### config.mk
export PLATFORM = sky130hd
export DESIGN_NAME = pulse_meter
export DESIGN_NICKNAME = d
export VERILOG_FILES = /design/src/rtl/pulse_meter.sv
export SDC_FILE = /design/constraint.sdc
export NUM_CORES = 1
export LEC_CHECK = 0
export CORE_UTILIZATION = 58
export DETAILED_ROUTE_END_ITERATION = 10
export PLACE_DENSITY = 0.93
export SYNTH_ARGS = -nofsm -noshare
export SYNTH_HDL_FRONTEND = slang
export SYNTH_SLANG_ARGS = --single-unit
### constraint.sdc
create_clock -name clk -period 3.9 [get_ports clk]
set_clock_uncertainty 0.05 [all_clocks]
set_input_delay 0.78 -clock clk [delete_from_list [all_inputs] [get_ports clk]]
set_output_delay 0.78 -clock clk [all_outputs]
set_load 0.02 [all_outputs]
### src/rtl/pulse_meter.sv
// Pulse-width meter: measures the high time of pulse_in in clk cycles and
// holds the result under a valid/ready handshake until it is consumed.
module pulse_meter #(
  parameter int CNT_WIDTH = 16
) (
  input  logic                 clk,
  input  logic                 rst_n,
  input  logic                 pulse_in,
  input  logic                 ready,
  output logic [CNT_WIDTH-1:0] width,
  output logic                 valid,
  output logic                 overflow,
  output logic                 missed,
  output logic                 busy
);

  typedef enum logic [1:0] {
    IDLE,
    MEASURE,
    DONE
  } state_t;

  state_t r_state;
  state_t w_next;

  logic                 r_s1;
  logic                 r_s2;
  logic                 r_s3;
  logic [CNT_WIDTH-1:0] r_count;
  logic                 r_ovf;
  logic [CNT_WIDTH-1:0] r_width;
  logic                 r_valid;
  logic                 r_overflow;
  logic                 r_missed;

  logic w_rise;
  logic w_hs;
  logic w_max;

  assign w_rise = r_s2 & ~r_s3;
  assign w_hs   = r_valid & ready;
  assign w_max  = &r_count;

  // Sync flops reset high so a level held across reset is not an edge
  always_ff @(posedge clk or negedge rst_n) begin
    if (!rst_n) begin
      r_s1 <= 1'b1;
      r_s2 <= 1'b1;
      r_s3 <= 1'b1;
    end else begin
      r_s1 <= pulse_in;
      r_s2 <= r_s1;
      r_s3 <= r_s2;
    end
  end

  always_ff @(posedge clk or negedge rst_n) begin
    if (!rst_n) r_state <= IDLE;
    else        r_state <= w_next;
  end

  always_comb begin
    w_next = r_state;
    unique case (r_state)
      IDLE:    if (w_rise) w_next = MEASURE;
      MEASURE: if (!r_s2)  w_next = DONE;
      DONE:    if (w_hs)   w_next = IDLE;
      default: w_next = IDLE;
    endcase
  end

  always_ff @(posedge clk or negedge rst_n) begin
    if (!rst_n) begin
      r_count    <= '0;
      r_ovf      <= 1'b0;
      r_width    <= '0;
      r_valid    <= 1'b0;
      r_overflow <= 1'b0;
      r_missed   <= 1'b0;
    end else begin
      unique case (r_state)
        IDLE: begin
          if (w_rise) begin
            r_count <= CNT_WIDTH'(1);
            r_ovf   <= 1'b0;
          end
        end
        MEASURE: begin
          if (r_s2) begin
            if (w_max) r_ovf   <= 1'b1;
            else       r_count <= r_count + 1'b1;
          end else begin
            r_width    <= r_count;
            r_overflow <= r_ovf;
            r_missed   <= 1'b0;
            r_valid    <= 1'b1;
          end
        end
        DONE: begin
          // Handshake wins over a concurrent rising edge
          if (w_hs) begin
            r_valid  <= 1'b0;
            r_missed <= 1'b0;
          end else if (w_rise) begin
            r_missed <= 1'b1;
          end
        end
        default: ;
      endcase
    end
  end

  assign width    = r_width;
  assign valid    = r_valid;
  assign overflow = r_overflow;
  assign missed   = r_missed;
  assign busy     = (r_state == MEASURE);

endmodule
**Word-level counts from Yosys, hierarchy flattened**

Cells that the tools add are included.

- Register bits after elaboration: 41
- Output and inout port bits: 20
- Word-level logic and storage cells: 53

- Add/subtract/negate cells: 1
- Equality and inequality tests: 9
- Mux-type cells: 19
- Bitwise logic cells: 4
- Reductions and logical operators: 10

Operators with widths:

| operator | count |
|---|---|
| $mux 16 | 3 |
| $pmux 16 s2 | 1 |
| $add 16x1->16 const B | 1 |
| $reduce_and 16->1 | 1 |
| $reduce_and 3->1 | 3 |
| $mux 1 | 8 |
| $ne 2x2->1 const B | 4 |
| $reduce_and 4->1 | 2 |
| $mux 2 | 3 |
| $pmux 1 s2 | 3 |
| $pmux 2 s3 | 1 |
| $ne 2x1->1 const B | 2 |
| $reduce_bool 2->1 | 2 |
| $ne 3x3->1 const B | 1 |
| $and 1x1->1 | 2 |
| $eq 2x1->1 const B | 1 |
| $eq 2x2->1 const B | 1 |
| $logic_not 2->1 | 1 |
| $not 1->1 | 2 |
| $reduce_and 2->1 | 1 |

**Longest topological paths before layout**

Gate-level depths: netlist of the first run.

- Word-level depth: 5
- Depth in mapped cells: 8
- Mapped depth without buffers: 6

**Worst setup path after synthesis of the first run**

OpenSTA, ideal clock, no wires.

- Kind: register to register
- Start point: reg r_count[0]
- End point: reg r_count[4]
- Library setup time: 121 ps
- Data arrival time: 1698 ps
- Required time: 3729 ps
- Slack: 2031 ps
- Cell stages (with the launch flop): 8
- Path buffers: 1
- Clock period less this slack: 1869 ps
- Cell sequence: dfrtp_1 > ha_1 > and3_1 > and4_1 > buf_6 > a21oi_4 > o21ai_0 > a22o_2

- Cells in the longest elaborated chain, start to end: 4
- Elaborated cells between the ends (all ways): 7

RTL lines:

| item | line | text |
|---|---|---|
| from (decl) | 29 | `logic [CNT_WIDTH-1:0] r_count;` |
| from (signal assigned) | 91 | `else r_count <= r_count + 1'b1;` |
| $add 16x1->16 | 91 |  |
| $mux 16 | 90 | `if (w_max) r_ovf <= 1'b1;` |
| $mux 16 | 89 | `if (r_s2) begin` |
| $pmux 16 s2 | 81 | `unique case (r_state)` |

Parallel ways exist; a longest one is shown, timed or not. The select of a mux whose other input is x is not followed.
A chain may end at the register's enable or synchronous reset.

**Final worst setup path of the first run**

- Start point: reg r_state[0]
- End point: out busy

- Cells in the longest elaborated chain, start to end: 1

RTL lines:

| item | line | text |
|---|---|---|
| from (decl) | 23 | `state_t r_state;` |
| from (signal assigned) | 59 | `else r_state <= w_next;` |
| $eq 2x1->1 | 117 | `assign busy = (r_state == MEASURE);` |
| to (decl) | 14 | `output logic busy` |

No other way between the ends.

==> reports/metrics.cfg, run 1 <==
[run_status]
status = complete, no violations

[sta]
slew_headroom_pct = 42.1
period_share_pct = 73.6
rsz0062_at_grt = no
period_needed_ns = 2.87
fin_setup_tns_ns = 0
drv_slew = 0
setup_violations = 0
worst_pin_slew_ns = 0.868
fmax_mhz = 349
hold_violations = 0

[setup_path]
critPathKind = flop to primary output
critPathCapture = busy
start_kind = flop
rr_worst_depth = 6
regToRegEndpoint = r_count[7]
endpoint_kind = primary output
critPathArrivalTime_ns = 2.04
path_max_fanout = 11
r2r_setup_slack_ns = 1.66
crit_start = r_state[0]
r2r-start = r_count[0]
required_ns = 3.07

[drt]
drt_iter0_drc = 68
wl_um = 3930
remaining_drc_errors = 0
wl_per_cell_um = 14.6
vias = 1514
via_per_inst = 5.61
dr.pass1.iters = 4
antenna_left = 0

[global_routing]
grt_first_pass_wirelength_um = 6720
grt_pass1_vias = 1418
grt_overflow = 0
grt_start_max_net_pins = 42
grt_usage_pct = 26.2
antenna_found_initial = 0

[clocking]
htreeDepth = 2
cts_sinks = 41
numCtsBuffers = 5
cts_tree = built
clk_pin_slew_ns = 0.12
cts_root_buf = clkbuf_4
clockBufferDepth = 2
clock_latency_ns = 0.36
postCtsHoldBufs = 0
cts_resized = 0
cts_setup_buffers = 0

[layout]
final_common_cell = nand2_1
areaGrowthSynthToFinish_pct = 16.9
register_area_um2 = 1030
antenna_cells = 0
fillers = 251
multiInputGateArea_um2 = 790
nets = 230
final_util_pct = 71.8
final_cell_mix = nand2_1 (55), dfrtp_1 (38), clkdlybuf4s50_1 (22)
drive_gt1_share_pct = 10.2

[power_and_ir_drop]
power_leakage_nw = 1.02
ir_drop_v = 0.000244
powerDensity_nw_per_um2 = 331

[die]
core_area_um2 = 3080
chipHeight_um = 59.1
start_util_pct = 61.4
dieArea_um2 = 3490
die_width_um = 59.1
top_level_ports = 24
rows = 20

[synth]
ys_warn_count = 0
synthesis.nets = 208
ys_types = 39
avgSynthCellArea_um2 = 9.31
ys_ff_latch = 41
ys_seq_area_share_pct = 54.5
syn_area_um2 = 1890
syn-instance-count = 203

[run]
drv_cap = 0

[hold_path]
hold_path_class = flop to flop

[placed_design]
gp_congestion = 0.888
dp_hpwl_um = 2560
port-buffer-count = 23

[cell families (layout without fill, tap and decap cells)]
group | after synthesis | after routing | share of synthesized area [%]
compound gates | 42 | 42 | 14.6
fa+ha+maj | 1 | 1 | 0.662
buf+inv | 13 | 36 | 3.77
flops | 41 | 41 | 54.5
simple gates | 106 | 106 | 26.5
[metal layers]
metal	up-vias	share of wire, %	GRT usage (%)
met3	4	4.5	6.11
met1	716	48	35.5
li1	754	-	-
met2	40	47	41.6
met4	0	0.69	9.18
met5	-	0	0
[stage by stage]
step / power [mW] / worst slack, ns / instances / area [um^2] / hold WS, ns
global route: 0.756 / 0.917 / 270 / 2210 / 0.319
CTS: 0.736 / 1.03 / 270 / 2210 / 0.316
global placement: 0.449 / 1.48 / 262 / 2120 / 0.296
detailed placement: 0.450 / 1.45 / 262 / 2120 / 0.297
finish: 0.732 / 1.03 / 270 / 2210 / 0.314
floorplan: 0.438 / 2.03 / 203 / 1890 / 0.295
[critical path: stages, from the launching register on]
cell	delay (ns)
dfrtp_1	0.57
nor2b_1	0.43
clkdlybuf4s50_1	0.69
[how the worst min path moves through the flow]
stage | from | to | slack (ns) | depth (start not counted)
6_report | r_s1 | r_s2 | 0.31 | 0
5_1_grt | r_s1 | r_s2 | 0.32 | 0
4_1_cts | r_s1 | r_s2 | 0.32 | 0
3_5_place_dp | r_s1 | r_s2 | 0.30 | 0
3_3_place_gp | r_s1 | r_s2 | 0.30 | 0
2_1_floorplan | r_s1 | r_s2 | 0.30 | 0
[cell usage after synthesis, drive strengths merged]
master  instances  area [um^2]
nand2          56          213
dfrtp          38          951
nor2           16         62.6
o21ai          14         70.1
a21oi           7         46.3
nand3           7         40.0
a21o            6         46.3
buf             6         45.0
a31oi           5         31.3
nand4           5         31.3
nor3            5         25.0
o31ai           5         37.5
and4            4         40.0
inv             4         15.0
clkbuf          3         11.3
dfstp           3         78.8
a22o            2         20.0
and3            2         12.5
nand2b          2         12.5
nor4            2         12.5
or3             2         12.5
a211oi          1         7.51
a21bo           1         10.0
ha              1         12.5
nand3b          1         7.51
nand4b          1         8.76
nor2b           1         6.26
nor3b           1         7.51
nor4b           1         8.76
o211ai          1         7.51
[power breakdown]
part / internal, mW / switching [mW] / leakage, nW / total, mW
Combinational: 0.00274 / 0.00869 / 0.424 / 0.0114
Clock: 0.152 / 0.139 / 0.0445 / 0.291
Sequential: 0.428 / 0.00148 / 0.552 / 0.429
Total: 0.583 / 0.149 / 1.02 / 0.732
[layout make-up]
type	count	area share (%)
Sequential cell	41	46.6
Multi-Input combinational cell	149	35.7
Inverter	4	0.679
Timing Repair Buffer	24	10.5
Tap cell	44	2.49
Clock inverter	2	1.70
Clock buffer	6	2.32
No activity file was read; power rests on OpenSTA's default activity.
==> inputs of run 2 (changes only) <==
--- a/config.mk
+++ b/config.mk
@@ -5,9 +5,9 @@
 export SDC_FILE = /design/constraint.sdc
 export NUM_CORES = 1
 export LEC_CHECK = 0
-export CORE_UTILIZATION = 58
+export CORE_UTILIZATION = 49
 export DETAILED_ROUTE_END_ITERATION = 10
-export PLACE_DENSITY = 0.93
+export PLACE_DENSITY = 0.85
 export SYNTH_ARGS = -nofsm -noshare
 export SYNTH_HDL_FRONTEND = slang
 export SYNTH_SLANG_ARGS = --single-unit
==> constraint.sdc (replaced) <==
create_clock -name clk -period 2.5 [get_ports clk]
set_clock_uncertainty 0.05 [all_clocks]
set_input_delay 0.5 -clock clk [delete_from_list [all_inputs] [get_ports clk]]
set_output_delay 0.5 -clock clk [all_outputs]
set_load 0.02 [all_outputs]
==> run 2 against run 1 <==
Clock-buffer cell count is 1 lower. Worst setup slack worse by 0.79 ns. Clock power is 74% higher. Cell area increased by 1.6%. Critical path depth unchanged. Final cell count up 1.9%. Die area up 18%. Hold slack got worse by 0.040 ns. Sequential share of layout area is 0.73 points lower. Wire length down 3.5%. Largest cell class unchanged. Highest routed layer unchanged.
==> reports/metrics.cfg, run 2 (synthesis gave the netlist of run 1 again) <==
[setup_path]
critPathMaxStageDelay_ns = 0.62  ; -0.07 ns
required_ns = 1.95  ; -1.12 ns
path_max_fanout = 11  ; unchanged
path_buf_inv = 1  ; unchanged
critPathArrivalTime_ns = 1.71  ; -0.33 ns
cpMaxStageDelayCell = clkdlybuf4s50_1
critPathKind = flop to primary output
start_kind = flop
path_delay_family = buffers and inverters
cp_cell_sequence = nor2b_1, clkdlybuf4s50_1
endpoint_kind = primary output

[sta]
slew_headroom_pct = 41.0  ; -1.1 points
worst_pin_slew_ns = 0.884  ; +0.0167 ns
fmax_mhz = 443
rsz0062_at_grt = no
hold_ws_ns = 0.274  ; -0.0403 ns
period_share_pct = 90.2
fin_setup_tns_ns = 0  ; unchanged
drv_slew = 0  ; unchanged
period_needed_ns = 2.26
hold_violations = 0  ; unchanged
setup_violations = 0  ; unchanged
layout_setup_ws_ns = 0.244  ; -0.788 ns

[die]
start_util_pct = 51.3  ; -10 points
die_width_um = 64.1  ; +8.5%
top_level_ports = 24  ; unchanged
rows = 22  ; +10%
core_area_um2 = 3690  ; +20%
dieArea_um2 = 4110  ; +18%
chipHeight_um = 64.1  ; +8.5%

[placed_design]
port-buffer-count = 23  ; unchanged
dp_hpwl_um = 2700  ; +5.4%
place_ws_ns = 0.456  ; -0.994 ns
place_inst = 268  ; +2.3%
gp_congestion = 0.891  ; +0.26%

[layout]
areaGrowthSynthToFinish_pct = 18.8
final_cell_mix = nand2_1 (55), dfrtp_1 (38), clkdlybuf4s50_1 (22)
register_area_um2 = 1030  ; unchanged
final_util_pct = 60.9  ; -11 points
final_common_cell = nand2_1
final_cells = 275  ; +1.9%
antenna_cells = 0  ; unchanged
nets = 232  ; +0.87%
multiInputGateArea_um2 = 790  ; unchanged
drive_gt1_share_pct = 10.6  ; +0.40 points
fillers = 336  ; +34%

[global_routing]
antenna_found_initial = 0  ; unchanged
grt_pass1_vias = 1428  ; +0.71%
grt_first_pass_wirelength_um = 6560  ; -2.5%
grt_usage_pct = 21.0  ; -5.2 points
grt_overflow = 0  ; unchanged
grt_start_max_net_pins = 42  ; unchanged

[drt]
via_per_inst = 5.57  ; -0.65%
wl_met2_um = 1850  ; -0.54%
wl_per_cell_um = 13.8  ; -5.2%
top_layer_used = met4
wl_um = 3800  ; -3.5%
antenna_left = 0  ; unchanged
remaining_drc_errors = 0  ; unchanged
dr_wl_met3_um = 131  ; -26%
drt_iter0_drc = 153  ; +130%
dr.pass1.iters = 6  ; +2
vias = 1532  ; +1.2%
wl_met1_um = 1790  ; -4.3%

[power_and_ir_drop]
power_leakage_nw = 1.04  ; +2.0%
powerDensity_nw_per_um2 = 532  ; +61%
ir_drop_v = 0.000241  ; -1.3%

[run_status]
status = complete, no violations

[clocking]
clock_latency_ns = 0.29  ; -0.07 ns
htreeDepth = 2  ; unchanged
cts_setup_buffers = 0  ; unchanged
cts_tree = built
clk_pin_slew_ns = 0.08  ; -0.04 ns
cts_resized = 0  ; unchanged
numCtsBuffers = 5  ; unchanged
clockBufferDepth = 2  ; unchanged
cts_sinks = 41  ; unchanged
cts_root_buf = clkbuf_8
postCtsHoldBufs = 0  ; unchanged

[run]
drv_cap = 0  ; unchanged

[hold_path]
hold_path_class = input pin to asynchronous set/reset pin

## run 2: cell count changes in the layout (fill, tap and decap cells not counted)
| cell | delta |
|---|---|
| clkbuf_8 | +4 |
| clkinvlp_4 | -1 |
| clkbuf_4 | -5 |
| clkinv_2 | +1 |
| buf_4 | +2 |
## run 2: per-layer routing
| layer | vias up | GRT usage [%] |
|---|---|---|
| li1 | 748 | - |
| met1 | 742 | 26.8 |
| met4 | 0 | 6.67 |
| met2 | 40 | 34.8 |
| met3 | 2 | 5.36 |
| met5 | - | 0 |
## run 2: per-stage QoR
| stage | power, mW | area, um^2 |
|---|---|---|
| 2_1_floorplan | 0.684 | 1890 |
| 3_3_place_gp | 0.701 | 2140 |
| 3_5_place_dp | 0.701 | 2140 |
| 4_1_cts | 1.21 | 2250 |
| 5_1_grt | 1.24 | 2250 |
| 6_report | 1.20 | 2250 |
## run 2: final timing paths
path / slack, ns / cells after the start / startpoint / to
hold reg to reg: 0.32 / 0 / r_s1 / r_s2
min in group clk: 0.32 / 0 / r_s1 / r_s2
max in group asynchronous: 1.57 / 1 / rst_n / r_count[13]
hold / removal: 0.27 / 1 / rst_n / width[10]
setup reg to reg: 0.42 / 6 / r_count[0] / r_count[7]
setup / recovery: 0.24 / 2 / r_state[0] / busy
## run 2: power breakdown
part | switching (mW) | total, mW | internal (mW)
sequential | 0.00271 | 0.670 | 0.667
combinational | 0.0136 | 0.0179 | 0.00426
clock | 0.217 | 0.507 | 0.290
## run 2: cell type report
class	count	share of cell area (%)
flip-flops and latches	41	45.8
repair buffers	26	11.0
clock inverters	2	1.56
inverters	4	0.669
multi-input cells	149	35.2
well taps	48	2.67
clock buffers	5	3.06
==> variant 1 (config.mk and constraints of run 2) <==
Register the output `overflow` once more, without a reset; this adds one clock of latency there. The other outputs are not delayed to match.
--- a/src/rtl/pulse_meter.sv
+++ b/src/rtl/pulse_meter.sv
@@ -113,5 +113,7 @@
   assign width    = r_width;
   assign valid    = r_valid;
-  assign overflow = r_overflow;
+  always_ff @(posedge clk) begin
+    overflow <= r_overflow;
+  end
   assign missed   = r_missed;
   assign busy     = (r_state == MEASURE);
Behaviour: no difference found for any inputs over 10 cycles, from zero or initial values and one cycle with rst_n low; that may be too few to reach the edited logic, so the function may still have changed.
==> variant 1 against run 2 <==
- worst setup slack improved by 0.0049 ns
- global-route usage is 0.47 points lower
- power fell by 4.3%
- synthesized area rose by 1.1%
- first-iteration DRC count fell by 16%
- design area stayed put
- wire length down 1.2%
- sequential cell count increased by 1
- sequential share of layout area is 0.89 points higher
- fmax up 0.22%
- critical path type unchanged
==> variant 1: results <==
<?xml version="1.0" encoding="UTF-8"?>
<metrics>
  <group name="global_routing">
    <metric name="grt_pass1_vias" unit="">1379</metric>
    <metric name="grt_first_pass_wirelength" unit="mm">6.51</metric>
    <metric name="track_usage" unit="%">20.5</metric>
    <metric name="antenna_found_initial" unit="">0</metric>
  </group>
  <group name="placed_design">
    <metric name="place_hpwl" unit="mm">2.67</metric>
    <metric name="gp_routability_congestion" unit="">0.892</metric>
    <metric name="placed_cells_incl_taps" unit="">268</metric>
    <metric name="dpl_worst_slack" unit="ns">0.425</metric>
    <metric name="port_buffers" unit="">23</metric>
  </group>
  <group name="yosys">
    <metric name="async_reset_ff_share" unit="%">97.6</metric>
    <metric name="synth.lib_cells_used.distinct" unit="">40</metric>
    <metric name="register_area_share_after_synthesis" unit="%">54.9</metric>
    <metric name="syn-mean-instance-area" unit="sq um">9.37</metric>
    <metric name="synth_commonest_cells" unit="">55 x sky130_fd_sc_hd__nand2_1, 38 x sky130_fd_sc_hd__dfrtp_1, 15 x sky130_fd_sc_hd__nor2_1</metric>
    <metric name="synth_area_leaders" unit="">sky130_fd_sc_hd__dfrtp_1 50%, sky130_fd_sc_hd__nand2_1 11%, sky130_fd_sc_hd__dfstp_2 4.1%</metric>
    <metric name="net_count_after_synthesis" unit="">209</metric>
  </group>
  <group name="timing">
    <metric name="timing.max_slew.rel_slack" unit="%">39.7</metric>
    <metric name="fin_worst_hold_slack" unit="ns">0.282</metric>
  </group>
  <group name="clock_network">
    <metric name="root_buffer" unit="">sky130_fd_sc_hd__clkbuf_8</metric>
    <metric name="cts_inserted_buffers" unit="">5</metric>
    <metric name="cts.htree.levels" unit="">2</metric>
    <metric name="post_cts_buffers" unit="">0</metric>
  </group>
  <group name="routing">
    <metric name="dr_total_vias" unit="">1525</metric>
    <metric name="detail_route.iter0.violations" unit="">128</metric>
    <metric name="route.detailed.wl_per_inst" unit="um">13.6</metric>
    <metric name="drt_pre_antenna_iters" unit="">5</metric>
  </group>
  <group name="setup_path">
    <metric name="cp_max_stage_delay" unit="ns">0.62</metric>
    <metric name="path_delay_family" unit="">buffers and inverters</metric>
    <metric name="regToRegSetupSlack" unit="ns">0.40</metric>
    <metric name="worst_r2r_startpoint" unit="">r_count[0]</metric>
    <metric name="crit_path_max_fanout" unit="">11</metric>
    <metric name="timing.critical_path.arrival" unit="ns">1.70</metric>
    <metric name="slowest_stage_cell_on_the_critical_path" unit="">sky130_fd_sc_hd__clkdlybuf4s50_1</metric>
    <metric name="r2r_cells" unit="">6</metric>
  </group>
  <group name="final_layout">
    <metric name="drive_above_1_share" unit="%">10.1</metric>
    <metric name="antennaDiodeCount" unit="">0</metric>
    <metric name="layout.cells.non_filler" unit="">276</metric>
    <metric name="nets" unit="">232</metric>
  </group>
  <group name="min_path">
    <metric name="hp-class" unit="">in2async</metric>
  </group>
  <group name="pwr">
    <metric name="p_leak" unit="nW">1.04</metric>
    <metric name="vdd_ir_drop_max" unit="uV">251</metric>
  </group>
  <group name="outcome">
    <metric name="run_status" unit="">finished, final reports clean</metric>
  </group>
</metrics>
[variant 1: cell types whose count changed in the layout (fill, tap and decap cells not counted), sizes merged]
| cell | before | now |
|---|---|---|
| buf | 4 | 3 |
| clkbuf | 5 | 7 |
| dfxtp | 0 | 1 |
| bufinv | 1 | 0 |
[variant 1: per-stage QoR]
| stage | cell area, sq um | power, mW |
|---|---|---|
| 6_report | 2250 | 1.14 |
| 5_1_grt | 2250 | 1.19 |
| 4_1_cts | 2250 | 1.16 |
| 3_5_place_dp | 2150 | 0.718 |
| 3_3_place_gp | 2150 | 0.717 |
| 2_1_floorplan | 1910 | 0.700 |
[variant 1: cell type report]
class	instances	area, sq um
flip-flops and latches	42	1050
multi-input cells	149	790
repair buffers	25	240
well taps	48	60.1
fillers	314	1440
clock buffers	7	86.3
inverters	4	15.0
clock inverters	1	5.00
[variant 1: worst max path at each step]
stage / from / slack, ns / endpoint / cells past startpoint
after floorplan: r_count[0] / 0.63 / r_count[4] / 7
after global placement: r_count[0] / 0.53 / r_count[7] / 6
after detailed placement: r_count[0] / 0.42 / r_count[7] / 6
after CTS: r_state[0] / 0.24 / busy / 2
after global routing: r_state[0] / 0.19 / busy / 2
final: r_state[0] / 0.25 / busy / 2
[variant 1: kinds of logic (layout without fill, tap and decap cells)]
group	Yosys count	after routing	synth area share, %
DFF	42	42	54.9
and+or+nand+nor	106	106	26.2
AOI/OAI and AO/OA	42	42	14.5
adders and majority gates	1	1	0.655
buffers and inverters	13	37	3.73
[variant 1: routing by layer]
metal	share of wire (%)	wire [um]	global-route usage [%]	vias to the layer above
li1	-	-	-	754
met1	50	1870	28.7	734
met2	46	1720	31.2	32
met3	2.8	104	3.17	5
met4	1.5	56	9.72	0
met5	0	0	0	-
[variant 1: power by group]
part / internal [mW] / switching (mW) / leakage (nW) / total, mW
Clock: 0.223 / 0.217 / 0.0482 / 0.440
Sequential: 0.683 / 0.00264 / 0.560 / 0.686
Combinational: 0.00426 / 0.0139 / 0.430 / 0.0182
==> variant 2 (config.mk and constraints of run 2) <==
Made on the original files. Change the parameter `CNT_WIDTH` from 16 to 18.
--- a/src/rtl/pulse_meter.sv
+++ b/src/rtl/pulse_meter.sv
@@ -2,5 +2,5 @@
 // holds the result under a valid/ready handshake until it is consumed.
 module pulse_meter #(
-  parameter int CNT_WIDTH = 16
+  parameter int CNT_WIDTH = 18
 ) (
   input  logic                 clk,
Ports: changed (resized width); port bits go from 24 to 26. The function was not compared with the original's and may differ.
==> variant 2 against run 2 <==
- synthesized area grew 20%
- wire length grew 31%
- highest routed layer unchanged
- sequential cell count grew 4
- die area grew 19%
- design area grew 18%
- worst setup slack lost 0.078 ns
- count of clock-buffer cells in the layout grew 3
- first-iteration DRC count grew 34%
Power is not compared: it rests on default switching activity, and its combinational part moved more than twofold at a synthesized area within 25%.
==> variant 2: results <==
<?xml version="1.0" encoding="UTF-8"?>
<metrics>
  <group name="global_routing">
    <metric name="track_usage" unit="%">22.2</metric>
    <metric name="grt_first_pass_wirelength" unit="mm">8.44</metric>
    <metric name="pin_count_of_the_biggest_net_entering_global_routing" unit="">44</metric>
  </group>
  <group name="yosys">
    <metric name="dominant_combinational_cell_family_by_area_after_synthesis" unit="">simple AND/OR/NAND/NOR gates</metric>
    <metric name="synthMuxAreaShare" unit="%">9.87</metric>
    <metric name="register_area_share_after_synthesis" unit="%">49.8</metric>
    <metric name="synth_compound_gate_area_share" unit="%">15.7</metric>
    <metric name="synth.lib_cells_used.distinct" unit="">53</metric>
    <metric name="synth_commonest_cells" unit="">42 x sky130_fd_sc_hd__dfrtp_1, 19 x sky130_fd_sc_hd__mux2_2, 15 x sky130_fd_sc_hd__nor2_1</metric>
    <metric name="synth_top_area_share" unit="%">46.3</metric>
    <metric name="synth_area_leaders" unit="">sky130_fd_sc_hd__dfrtp_1 46%, sky130_fd_sc_hd__mux2_2 9.4%, sky130_fd_sc_hd__dfstp_2 3.5%</metric>
    <metric name="synth_area_in_adders" unit="%">0.551</metric>
    <metric name="net_count_after_synthesis" unit="">216</metric>
  </group>
  <group name="clock_network">
    <metric name="clock_latency_reported_for_the_late_side_of_the_worst_skew_pair" unit="ns">0.31</metric>
    <metric name="cts_hold_buf" unit="">1</metric>
  </group>
  <group name="placed_design">
    <metric name="port_buffers" unit="">25</metric>
    <metric name="place_hpwl" unit="mm">3.41</metric>
    <metric name="gp_routability_congestion" unit="">0.947</metric>
  </group>
  <group name="setup_path">
    <metric name="crit_path_max_fanout" unit="">12</metric>
    <metric name="r2r_cells" unit="">5</metric>
    <metric name="crit_path_buf_inv_count" unit="">2</metric>
    <metric name="timing.critical_path.arrival" unit="ns">1.78</metric>
  </group>
  <group name="final_layout">
    <metric name="drive_above_1_share" unit="%">19.3</metric>
    <metric name="nets" unit="">242</metric>
  </group>
  <group name="timing">
    <metric name="timing_worst_slew_pin_value" unit="ns">0.540</metric>
  </group>
  <group name="routing">
    <metric name="detail_route.iter0.violations" unit="">205</metric>
    <metric name="drt_pre_antenna_iters" unit="">4</metric>
    <metric name="drt-total-wl" unit="mm">4.96</metric>
  </group>
  <group name="min_path">
    <metric name="hp-class" unit="">reg2reg</metric>
  </group>
  <group name="outcome">
    <metric name="run_status" unit="">finished, final reports clean</metric>
  </group>
</metrics>
variant 2: changes by cell type after synthesis, sizes merged, moves of 4 or more:
cell and delta:
nand2 -44, mux2 +19, inv +6, a21o -5, nand4 +5, dfrtp +4
variant 2: kinds of logic (layout without fill, tap and decap cells):
logic type / count (synthesis) / count (layout)
multiplexers: 20 / 20
AO/OA/AOI/OAI: 52 / 52
adder cells (fa/ha/maj): 1 / 1
flip-flops: 45 / 45
buffers and inverters: 24 / 51
AND/OR/NAND/NOR: 69 / 69
variant 2: layout make-up:
type | count | area, sq um | share of cell area [%]
tap | 52 | 65.1 | 2.45
inverter | 11 | 41.3 | 1.55
multi-input combinational | 142 | 1020 | 38.3
sequential | 45 | 1130 | 42.5
timing repair buffer | 32 | 313 | 11.8
clock buffer | 8 | 90.1 | 3.39
variant 2: through the flow:
| step | hold slack, ns | instances | cell area [sq um] | setup WS (ns) | utilization, % |
|---|---|---|---|---|---|
| floorplan | 0.154 | 211 | 2270 | 0.824 | - |
| global placement | 0.258 | 281 | 2560 | 0.497 | 57.9 |
| CTS | 0.311 | 290 | 2660 | 0.184 | 60.2 |
| finish | 0.309 | 290 | 2660 | 0.166 | 60.2 |
| detailed placement | 0.260 | 281 | 2560 | 0.369 | 57.9 |
| global route | 0.311 | 290 | 2660 | 0.0767 | 60.2 |
variant 2: power breakdown:
group	total (mW)	internal, mW	switching [mW]	leakage, nW
logic	0.436	0.195	0.242	0.505
registers	0.880	0.789	0.0914	0.605
clock network	0.462	0.225	0.236	0.0455
variant 2: final timing paths:
kind	from	to	slack, ns
max	r_state[0]	busy	0.17
min	r_s1	r_s2	0.31
max reg2reg	r_count[0]	r_count[17]	0.30
min reg2reg	r_s1	r_s2	0.31
max in group asynchronous	rst_n	r_s3	1.44
min in group asynchronous	rst_n	width[15]	0.47
variant 2: routing by layer:
| metal | routed length (um) | GRT usage, % | part of all wire (%) |
|---|---|---|---|
| met1 | 2090 | 29.1 | 42 |
| met4 | 122 | 11.8 | 2.5 |
| met5 | 0 | 0 | 0 |
| met2 | 2470 | 34.2 | 50 |
| met3 | 277 | 5.19 | 5.6 |
